<file path="src/rtl/pc_sequencer_if.sv">
// ============================================================================
//  Module      : pc_sequencer_if
//  Description : Control/datapath bundle between pc_sequencer and the PC/IR path.
//  Revision    : 1.0
// ============================================================================
`default_nettype none

interface pc_sequencer_if #(
    parameter int ADDR_W = 10
);
    logic              run;
    logic              step;
    logic              clear;
    logic              mem_ready;
    logic              halt_instr;
    logic              branch_take;
    logic [ADDR_W-1:0] branch_target;
    logic [ADDR_W-1:0] PC_output;

    logic              PC_en;
    logic [ADDR_W-1:0] PC_input;
    logic              fetch_req;
    logic [ADDR_W-1:0] fetch_addr;
    logic              ir_load;
    logic              halted;
    logic              fault;

    modport master (
        input  run, step, clear, mem_ready, halt_instr,
               branch_take, branch_target, PC_output,
        output PC_en, PC_input, fetch_req, fetch_addr,
               ir_load, halted, fault
    );

    modport slave (
        output run, step, clear, mem_ready, halt_instr,
               branch_take, branch_target, PC_output,
        input  PC_en, PC_input, fetch_req, fetch_addr,
               ir_load, halted, fault
    );
endinterface

`default_nettype wire

</file>
<file path="src/rtl/pc_sequencer.sv">
// ============================================================================
//  Module      : pc_sequencer
//  Description : Fetch/decode/execute controller driving the CPU program counter.
//  Revision    : 1.0
// ============================================================================
`default_nettype none

module pc_sequencer #(
    parameter int          ADDR_W    = 10,
    parameter int unsigned RESET_VEC = 0,
    parameter int          WAIT_MAX  = 15
) (
    input  wire logic       clock,
    input  wire logic       reset,
    pc_sequencer_if.master  seq
);

    localparam int CNT_W = (WAIT_MAX < 2) ? 1 : $clog2(WAIT_MAX);
    localparam logic [ADDR_W-1:0] C_RESET_VEC = ADDR_W'(RESET_VEC);
    localparam logic [CNT_W-1:0]  C_WAIT_LAST = CNT_W'(WAIT_MAX - 1);

    typedef enum logic [2:0] {
        S_INIT   = 3'd0,
        S_IDLE   = 3'd1,
        S_FETCH  = 3'd2,
        S_WAIT   = 3'd3,
        S_DECODE = 3'd4,
        S_EXEC   = 3'd5,
        S_HALT   = 3'd6
    } state_t;

    state_t            state_q,      state_d;
    logic              pc_en_q,      pc_en_d;
    logic [ADDR_W-1:0] pc_input_q,   pc_input_d;
    logic              fetch_req_q,  fetch_req_d;
    logic [ADDR_W-1:0] fetch_addr_q, fetch_addr_d;
    logic              ir_load_q,    ir_load_d;
    logic              halted_q,     halted_d;
    logic              fault_q,      fault_d;
    logic [CNT_W-1:0]  wait_cnt_q,   wait_cnt_d;
    logic              step_mode_q,  step_mode_d;

    always_ff @(posedge clock) begin
        if (!reset) begin
            state_q      <= S_INIT;
            pc_en_q      <= 1'b0;
            pc_input_q   <= C_RESET_VEC;
            fetch_req_q  <= 1'b0;
            fetch_addr_q <= '0;
            ir_load_q    <= 1'b0;
            halted_q     <= 1'b0;
            fault_q      <= 1'b0;
            wait_cnt_q   <= '0;
            step_mode_q  <= 1'b0;
        end else begin
            state_q      <= state_d;
            pc_en_q      <= pc_en_d;
            pc_input_q   <= pc_input_d;
            fetch_req_q  <= fetch_req_d;
            fetch_addr_q <= fetch_addr_d;
            ir_load_q    <= ir_load_d;
            halted_q     <= halted_d;
            fault_q      <= fault_d;
            wait_cnt_q   <= wait_cnt_d;
            step_mode_q  <= step_mode_d;
        end
    end

    always_comb begin
        state_d      = state_q;
        pc_en_d      = 1'b0;
        pc_input_d   = pc_input_q;
        fetch_req_d  = fetch_req_q;
        fetch_addr_d = fetch_addr_q;
        ir_load_d    = 1'b0;
        halted_d     = halted_q;
        fault_d      = fault_q;
        wait_cnt_d   = wait_cnt_q;
        step_mode_d  = step_mode_q;

        case (state_q)
            S_INIT: begin
                pc_en_d    = 1'b1;
                pc_input_d = C_RESET_VEC;
                state_d    = S_IDLE;
            end
            S_IDLE: begin
                if (seq.run) begin
                    step_mode_d = 1'b0;
                    state_d     = S_FETCH;
                end else if (seq.step) begin
                    step_mode_d = 1'b1;
                    state_d     = S_FETCH;
                end
            end
            S_FETCH: begin
                // The PC register loads at the end of this cycle, so forward a pending load.
                fetch_addr_d = pc_en_q ? pc_input_q : seq.PC_output;
                fetch_req_d  = 1'b1;
                wait_cnt_d   = '0;
                state_d      = S_WAIT;
            end
            S_WAIT: begin
                if (seq.mem_ready) begin
                    fetch_req_d = 1'b0;
                    ir_load_d   = 1'b1;
                    state_d     = S_DECODE;
                end else if (wait_cnt_q == C_WAIT_LAST) begin
                    fetch_req_d = 1'b0;
                    fault_d     = 1'b1;
                    halted_d    = 1'b1;
                    state_d     = S_HALT;
                end else begin
                    wait_cnt_d = wait_cnt_q + 1'b1;
                end
            end
            S_DECODE: begin
                if (seq.halt_instr) begin
                    halted_d = 1'b1;
                    state_d  = S_HALT;
                end else begin
                    state_d = S_EXEC;
                end
            end
            S_EXEC: begin
                pc_en_d    = 1'b1;
                pc_input_d = seq.branch_take ? seq.branch_target
                                             : seq.PC_output + 1'b1;
                state_d    = (step_mode_q || !seq.run) ? S_IDLE : S_FETCH;
            end
            S_HALT: begin
                if (seq.clear) begin
                    halted_d = 1'b0;
                    fault_d  = 1'b0;
                    state_d  = S_IDLE;
                end
            end
            default: begin
                state_d = S_INIT;
            end
        endcase
    end

    assign seq.PC_en      = pc_en_q;
    assign seq.PC_input   = pc_input_q;
    assign seq.fetch_req  = fetch_req_q;
    assign seq.fetch_addr = fetch_addr_q;
    assign seq.ir_load    = ir_load_q;
    assign seq.halted     = halted_q;
    assign seq.fault      = fault_q;

endmodule

`default_nettype wire

</file>
<file path="src/flat_wrapper.sv">
// flat-port wrapper written by rule: the top's interface ports become plain ports
module pc_sequencer_flat 
#(
    parameter int          ADDR_W    = 10,
    parameter int unsigned RESET_VEC = 0,
    parameter int          WAIT_MAX  = 15
)
  (clock, reset, seq_run, seq_step, seq_clear, seq_mem_ready, seq_halt_instr, seq_branch_take, seq_branch_target, seq_PC_output, seq_PC_en, seq_PC_input, seq_fetch_req, seq_fetch_addr, seq_ir_load, seq_halted, seq_fault);
  pc_sequencer_if #(.ADDR_W(ADDR_W)) seq_i ();
  input  wire logic clock;
  input  wire logic reset;
  input wire logic [$bits(seq_i.run)-1:0] seq_run;
  input wire logic [$bits(seq_i.step)-1:0] seq_step;
  input wire logic [$bits(seq_i.clear)-1:0] seq_clear;
  input wire logic [$bits(seq_i.mem_ready)-1:0] seq_mem_ready;
  input wire logic [$bits(seq_i.halt_instr)-1:0] seq_halt_instr;
  input wire logic [$bits(seq_i.branch_take)-1:0] seq_branch_take;
  input wire logic [$bits(seq_i.branch_target)-1:0] seq_branch_target;
  input wire logic [$bits(seq_i.PC_output)-1:0] seq_PC_output;
  output wire logic [$bits(seq_i.PC_en)-1:0] seq_PC_en;
  output wire logic [$bits(seq_i.PC_input)-1:0] seq_PC_input;
  output wire logic [$bits(seq_i.fetch_req)-1:0] seq_fetch_req;
  output wire logic [$bits(seq_i.fetch_addr)-1:0] seq_fetch_addr;
  output wire logic [$bits(seq_i.ir_load)-1:0] seq_ir_load;
  output wire logic [$bits(seq_i.halted)-1:0] seq_halted;
  output wire logic [$bits(seq_i.fault)-1:0] seq_fault;
  assign seq_i.run = seq_run;
  assign seq_i.step = seq_step;
  assign seq_i.clear = seq_clear;
  assign seq_i.mem_ready = seq_mem_ready;
  assign seq_i.halt_instr = seq_halt_instr;
  assign seq_i.branch_take = seq_branch_take;
  assign seq_i.branch_target = seq_branch_target;
  assign seq_i.PC_output = seq_PC_output;
  assign seq_PC_en = seq_i.PC_en;
  assign seq_PC_input = seq_i.PC_input;
  assign seq_fetch_req = seq_i.fetch_req;
  assign seq_fetch_addr = seq_i.fetch_addr;
  assign seq_ir_load = seq_i.ir_load;
  assign seq_halted = seq_i.halted;
  assign seq_fault = seq_i.fault;
  pc_sequencer #(.ADDR_W(ADDR_W), .RESET_VEC(RESET_VEC), .WAIT_MAX(WAIT_MAX)) u_core (.clock(clock), .reset(reset), .seq(seq_i));
endmodule
</file>
<file path="config.mk">
export PLATFORM = sky130hd
export DESIGN_NAME = pc_sequencer_flat
export DESIGN_NICKNAME = d
export VERILOG_FILES = /design/src/rtl/pc_sequencer_if.sv /design/src/rtl/pc_sequencer.sv /design/src/flat_wrapper.sv
export SDC_FILE = /design/constraint.sdc
export NUM_CORES = 1
export LEC_CHECK = 0
export ABC_AREA = 1
export CORE_AREA = 2 2 60 76
export CTS_CLUSTER_SIZE = 14
export DETAILED_ROUTE_END_ITERATION = 12
export DIE_AREA = 0 0 62 78
export GPL_ROUTABILITY_DRIVEN = 0
export PLACE_DENSITY = 0.76
export SETUP_SLACK_MARGIN = 0.02
export SYNTH_ARGS = -nofsm -noshare
export SYNTH_HDL_FRONTEND = slang
export SYNTH_SLANG_ARGS = --single-unit
</file>
<file path="constraint.sdc">
create_clock -name clock -period 1.4 [get_ports clock]
set_input_delay 0.14 -clock clock [delete_from_list [all_inputs] [get_ports clock]]
set_output_delay 0.14 -clock clock [all_outputs]
set_load 0.05 [all_outputs]
</file>
After elaboration in Yosys (flattened, before gate mapping) --
Cells that the tools add are included.
Word-level totals: flip-flop bits (word level) 33, bits of input ports 28, word-level logic and storage cells 69
Cells by class: add/sub/neg operators 2, equal/unequal tests 14, multiplexer cells 27, reductions and logical operators 16
Operators by type and width (count):
- 3-bit case mux with 7 select lines | 1
- 10-bit 2-to-1 mux | 2
- 10-bit case mux with 2 select lines | 1
- 3-bit 2-to-1 mux | 5
- 10-bit by 1-bit adder with 10-bit output (second input constant) | 1
- 1-bit 2-to-1 mux | 10
- 3-bit == test (second input constant) | 3
- 4-bit 2-to-1 mux | 2
- 2-bit inequality test (second input constant) | 4
- 4-bit case mux with 2 select lines | 1
- 2-bit nonzero test | 4
- 3-bit by 2-bit == test with 1-bit output (second input constant) | 2
- 2-bit AND reduction | 3
- 3-bit AND reduction | 2
- 5-bit AND reduction | 1
- 4-bit by 1-bit adder with 4-bit output (second input constant) | 1
- 4-bit == test (second input constant) | 1
- 2-bit 2-to-1 mux | 2
- 1-bit case mux with 2 select lines | 2
- 4-bit AND reduction | 1
- 3-bit by 1-bit == test with 1-bit output (second input constant) | 1
- 3-bit logical NOT | 1
- 3-bit by 2-bit inequality test with 1-bit output (second input constant) | 1
- 3-bit inequality test (second input constant) | 1
- 6 further kinds | 6

Depth between registers and ports, before layout --
word-level depth 4, gate-level depth with buffers 9

Worst setup path before layout --
OpenSTA, ideal clock, no wires.
path kind register to register, from register u_core.pc_en_q (netlist: u_core.seq.PC_en), to register u_core.fetch_addr_q[6] (netlist: u_core.seq.fetch_addr[6]), library setup time 0.136 ns, arrival 1.272 ns, path slack -0.008 ns, cell stages (with the launch flop) 5, period minus slack after synthesis 1.408 ns, cell sequence dfxtp_1 clkbuf_1 nor2_1 a211oi_1 a211oi_1
On the way: longest elaborated chain between the ends 1
Ends and longest elaborated chain:
- from (decl) | line pc_sequencer.sv:33 | logic pc_en_q, pc_en_d;
- from (signal assigned) | line pc_sequencer.sv:57 | pc_en_q <= pc_en_d;
- 10-bit 2-to-1 mux | line pc_sequencer.sv:98 | fetch_addr_d = pc_en_q ? pc_input_q : seq.PC_output;
- to (signal assigned) | line pc_sequencer.sv:60 | fetch_addr_q <= fetch_addr_d;
- to (decl) | line pc_sequencer.sv:36 | logic [ADDR_W-1:0] fetch_addr_q, fetch_addr_d;
Every way passes these cells. A chain may end at the register's enable or synchronous reset.

Worst setup path in the final report --
from register u_core.state_q[0], to register u_core.halted_q (netlist: u_core.seq.halted)
On the way: longest elaborated chain between the ends 3, elaborated cells between the ends (all ways) 10, classes of those cells eq/ne: 7; mux: 1; reduce/logical: 2
Ends and longest elaborated chain:
- from (decl) | line pc_sequencer.sv:32 | state_t state_q, state_d;
- from (signal assigned) | line pc_sequencer.sv:56 | state_q <= state_d;
- 3-bit == test / 3-bit by 2-bit == test with 1-bit output (equally long branches) | line pc_sequencer.sv:81 | case (state_q)
- 2-bit inequality test (no line) (tied with other cells)
- 5-bit AND reduction (no line)
- to (signal assigned) | line pc_sequencer.sv:62 | halted_q <= halted_d;
- to (decl) | line pc_sequencer.sv:38 | logic halted_q, halted_d;
Parallel ways exist; a longest one is shown, timed or not.

==> flow_summary.yaml <==
final_layout:
  fill_cells: 358
  drive_gt1_share_pct: 22.8
  final_common_cell: "nand2_1"
  fin_cells: 389
  fin_util_pct: 67.4
  nets: 363
  layout_common_cells: "nand2_1 (47), nor2_1 (41), inv_1 (30)"
  n_antenna_cell: 0
  area_growth_pct: 47.0
die:
  die_h_um: 78
  floorplan.initialDensity_pct: 45.8
  dieArea_um2: 4840
  ios: 53
  chipWidth_um: 62
  rows: 26
  core_um2: 4070
logic_synthesis:
  synth_top_area_share_pct: 35.4
  syn-num-nets: 299
  syn_avg_cell_area_um2: 6.96
  ys_seq_elements: 33
  yosysSeqAreaShare_pct: 35.4
  synth.area.top_cells: "dfxtp_1 (35%), nand2_1 (9.5%), nor2_1 (8.7%), a211oi_1 (8.5%), inv_1 (6.4%)"
  synth_top_cell_by_area: "dfxtp_1"
  synth_warnings: 0
  synth.distinct_cells: 29
  syn_inst: 268
  synth_area_um2: 1860
timing:
  worst_pin_slew_ps: 426
  setup_tns_ps: 0
  fin_crit_sh_pct: 93.6
  finalSetupViolations: 0
  skew_ps: 4.46
  clock.fmax_mhz: 763
  period_needed_ps: 1310
  hold_viol_final: 0
  rsz0062_at_grt: "no"
  slew_headroom_pct: 71.6
  drv_slew: 0
pwr:
  power_density_nw_per_um2: 957
  seqPwrFrac_pct: 41.9
  combPwrFrac_pct: 31.7
  leakage_uw: 0.00114
  pwr-share-clk_pct: 26.4
  switchingPower_uw: 927
  p_sw_share_pct: 35.3
  p_int_uw: 1700
  ir_drop_uv: 514
job:
  max_cap_viol_count: 0
global_routing:
  grt_use_total_pct: 21.3
  antenna_found_initial: 0
  grt_max_degree: 25
  first_global_vias: 1859
  globalRouteOverflowTotal: 0
  grt_pass1_wl_um: 7910
worst_setup_path:
  cp.required_ps: 1570
  timing.rr.start: "u_core.state_q[0]"
  startpoint: "u_core.state_q[0]"
  critPathKind: "register to register"
  cp-start-kind: "register"
  cp-end-kind: "register"
  path_max_fanout: 8
  arrival_ps: 1480
min_path:
  hold_path.class: "register to register"
  hold_start: "u_core.seq.fetch_addr[1]"
clock_network:
  clk_path_buf_depth: 2
  insertion_delay_ps: 280
  h-tree-depth: 2
  cts_buffers: 5
  cts_tree: "done"
  holdBufCountCts: 0
  path_clk_slew_ps: 60
  cts_sinks: 33
  clockRootBuffer: "clkbuf_8"
drt:
  wl_per_cell_um: 12.7
  dr.pass1.iters: 4
  via_per_inst: 5.09
  drcViolationCount: 0
  num_vias: 1980
  drtAntennaViolNets: 0
  routed_wl_um: 4920
  drt-initial-drc-count: 155
placement:
  place_inst: 378
  io_buffers: 52
  hpwl_um: 3460
run_status:
  status: "finished clean"
[layer usage]
metal / track usage [%] / vias up / wire length [um] / share of wire, %
li1: - / 999 / - / -
met1: 26.5 / 906 / 2040 / 42
met2: 34.9 / 63 / 2520 / 51
met3: 4.50 / 12 / 241 / 4.9
met4: 7.87 / 0 / 119 / 2.4
met5: 0 / - / 0 / 0
[power groups by stage]
stage / registers [uW] / clock network (uW) / logic, uW
6_report: 1100 / 692 / 833
5_1_grt: 1110 / 748 / 896
4_1_cts: 1100 / 703 / 807
3_5_place_dp: 1110 / 0 / 799
3_3_place_gp: 1110 / 0 / 788
2_1_floorplan: 1250 / 0 / 371
[path summary, 6_finish.rpt]
path                                    to  slack (ps)  depth (start not counted)
setup / recovery         u_core.seq.halted          90                          8
hold / removal    u_core.seq.fetch_addr[1]         460                          2
setup reg to reg         u_core.seq.halted          90                          8
hold reg to reg   u_core.seq.fetch_addr[1]         460                          2
[state kept, by name, summed over array words and instances (netlist names)]
signal                 flops
u_core.seq.halted          1
u_core.wait_cnt_q          4
u_core.seq.fetch_addr     10
u_core.seq.ir_load         1
u_core.step_mode_q         1
u_core.seq.PC_en           1
u_core.seq.PC_input       10
u_core.seq.fault           1
u_core.state_q             3
u_core.seq.fetch_req       1
[timing repair]
item,in CTS,in global routing
endpoints found under the setup margin,25,23
pin swaps,0,3
cloned,0,1
resized for setup,2,10
buffers inserted,0,2
[cell type report]
| type | count | area (um^2) | share of cell area [%] |
|---|---|---|---|
| clock buffers | 8 | 80.1 | 2.92 |
| inverters | 38 | 144 | 5.25 |
| multi-input cells | 186 | 1010 | 37.0 |
| flip-flops and latches | 33 | 668 | 24.4 |
| well taps | 56 | 70.1 | 2.56 |
| repair buffers | 68 | 766 | 27.9 |
[cell usage after synthesis (all sizes together)]
cell and count:
buf 9, dfxtp 33, clkbuf 3, nor3 1, nor2 45, xor2 3
ha 3, a211oi 22, nand2 51, a21oi 19, clkinv 1, inv 37
nand3 24, nand4 2, o211ai 1, o21ai 14
[logic make-up (layout without fill, tap and decap cells)]
kind of cell               Yosys count  count (layout)  share of synthesized area, %
and+or+nand+nor                    123             124                          30.4
AOI/OAI and AO/OA                   56              56                          18.6
buffers and inverters               50             114                          12.1
DFF                                 33              33                          35.4
adders and majority gates            3               3                          2.01
xor gates and xnor gates             3               3                          1.41
[stage by stage]
| step | hold slack [ps] | area (um^2) | total power, uW | setup slack, ps |
|---|---|---|---|---|
| CTS | 459 | 2690 | 2600 | 21.2 |
| finish | 457 | 2740 | 2620 | 89.4 |
| global placement | 438 | 2600 | 1900 | -144 |
| detailed placement | 446 | 2600 | 1910 | -153 |
| global route | 487 | 2740 | 2750 | 5.27 |
| floorplan | 236 | 1870 | 1620 | 154 |
[critical path: stages, from the launching register on]
cell     delay, ps
dfxtp_1        350
inv_2          200
nand3_2        130
nor2_2         140
inv_2           70
nand2_1         90
nor2_1          50
a21oi_1        120
nor2_1          50
No activity file was read; power rests on OpenSTA's default activity.
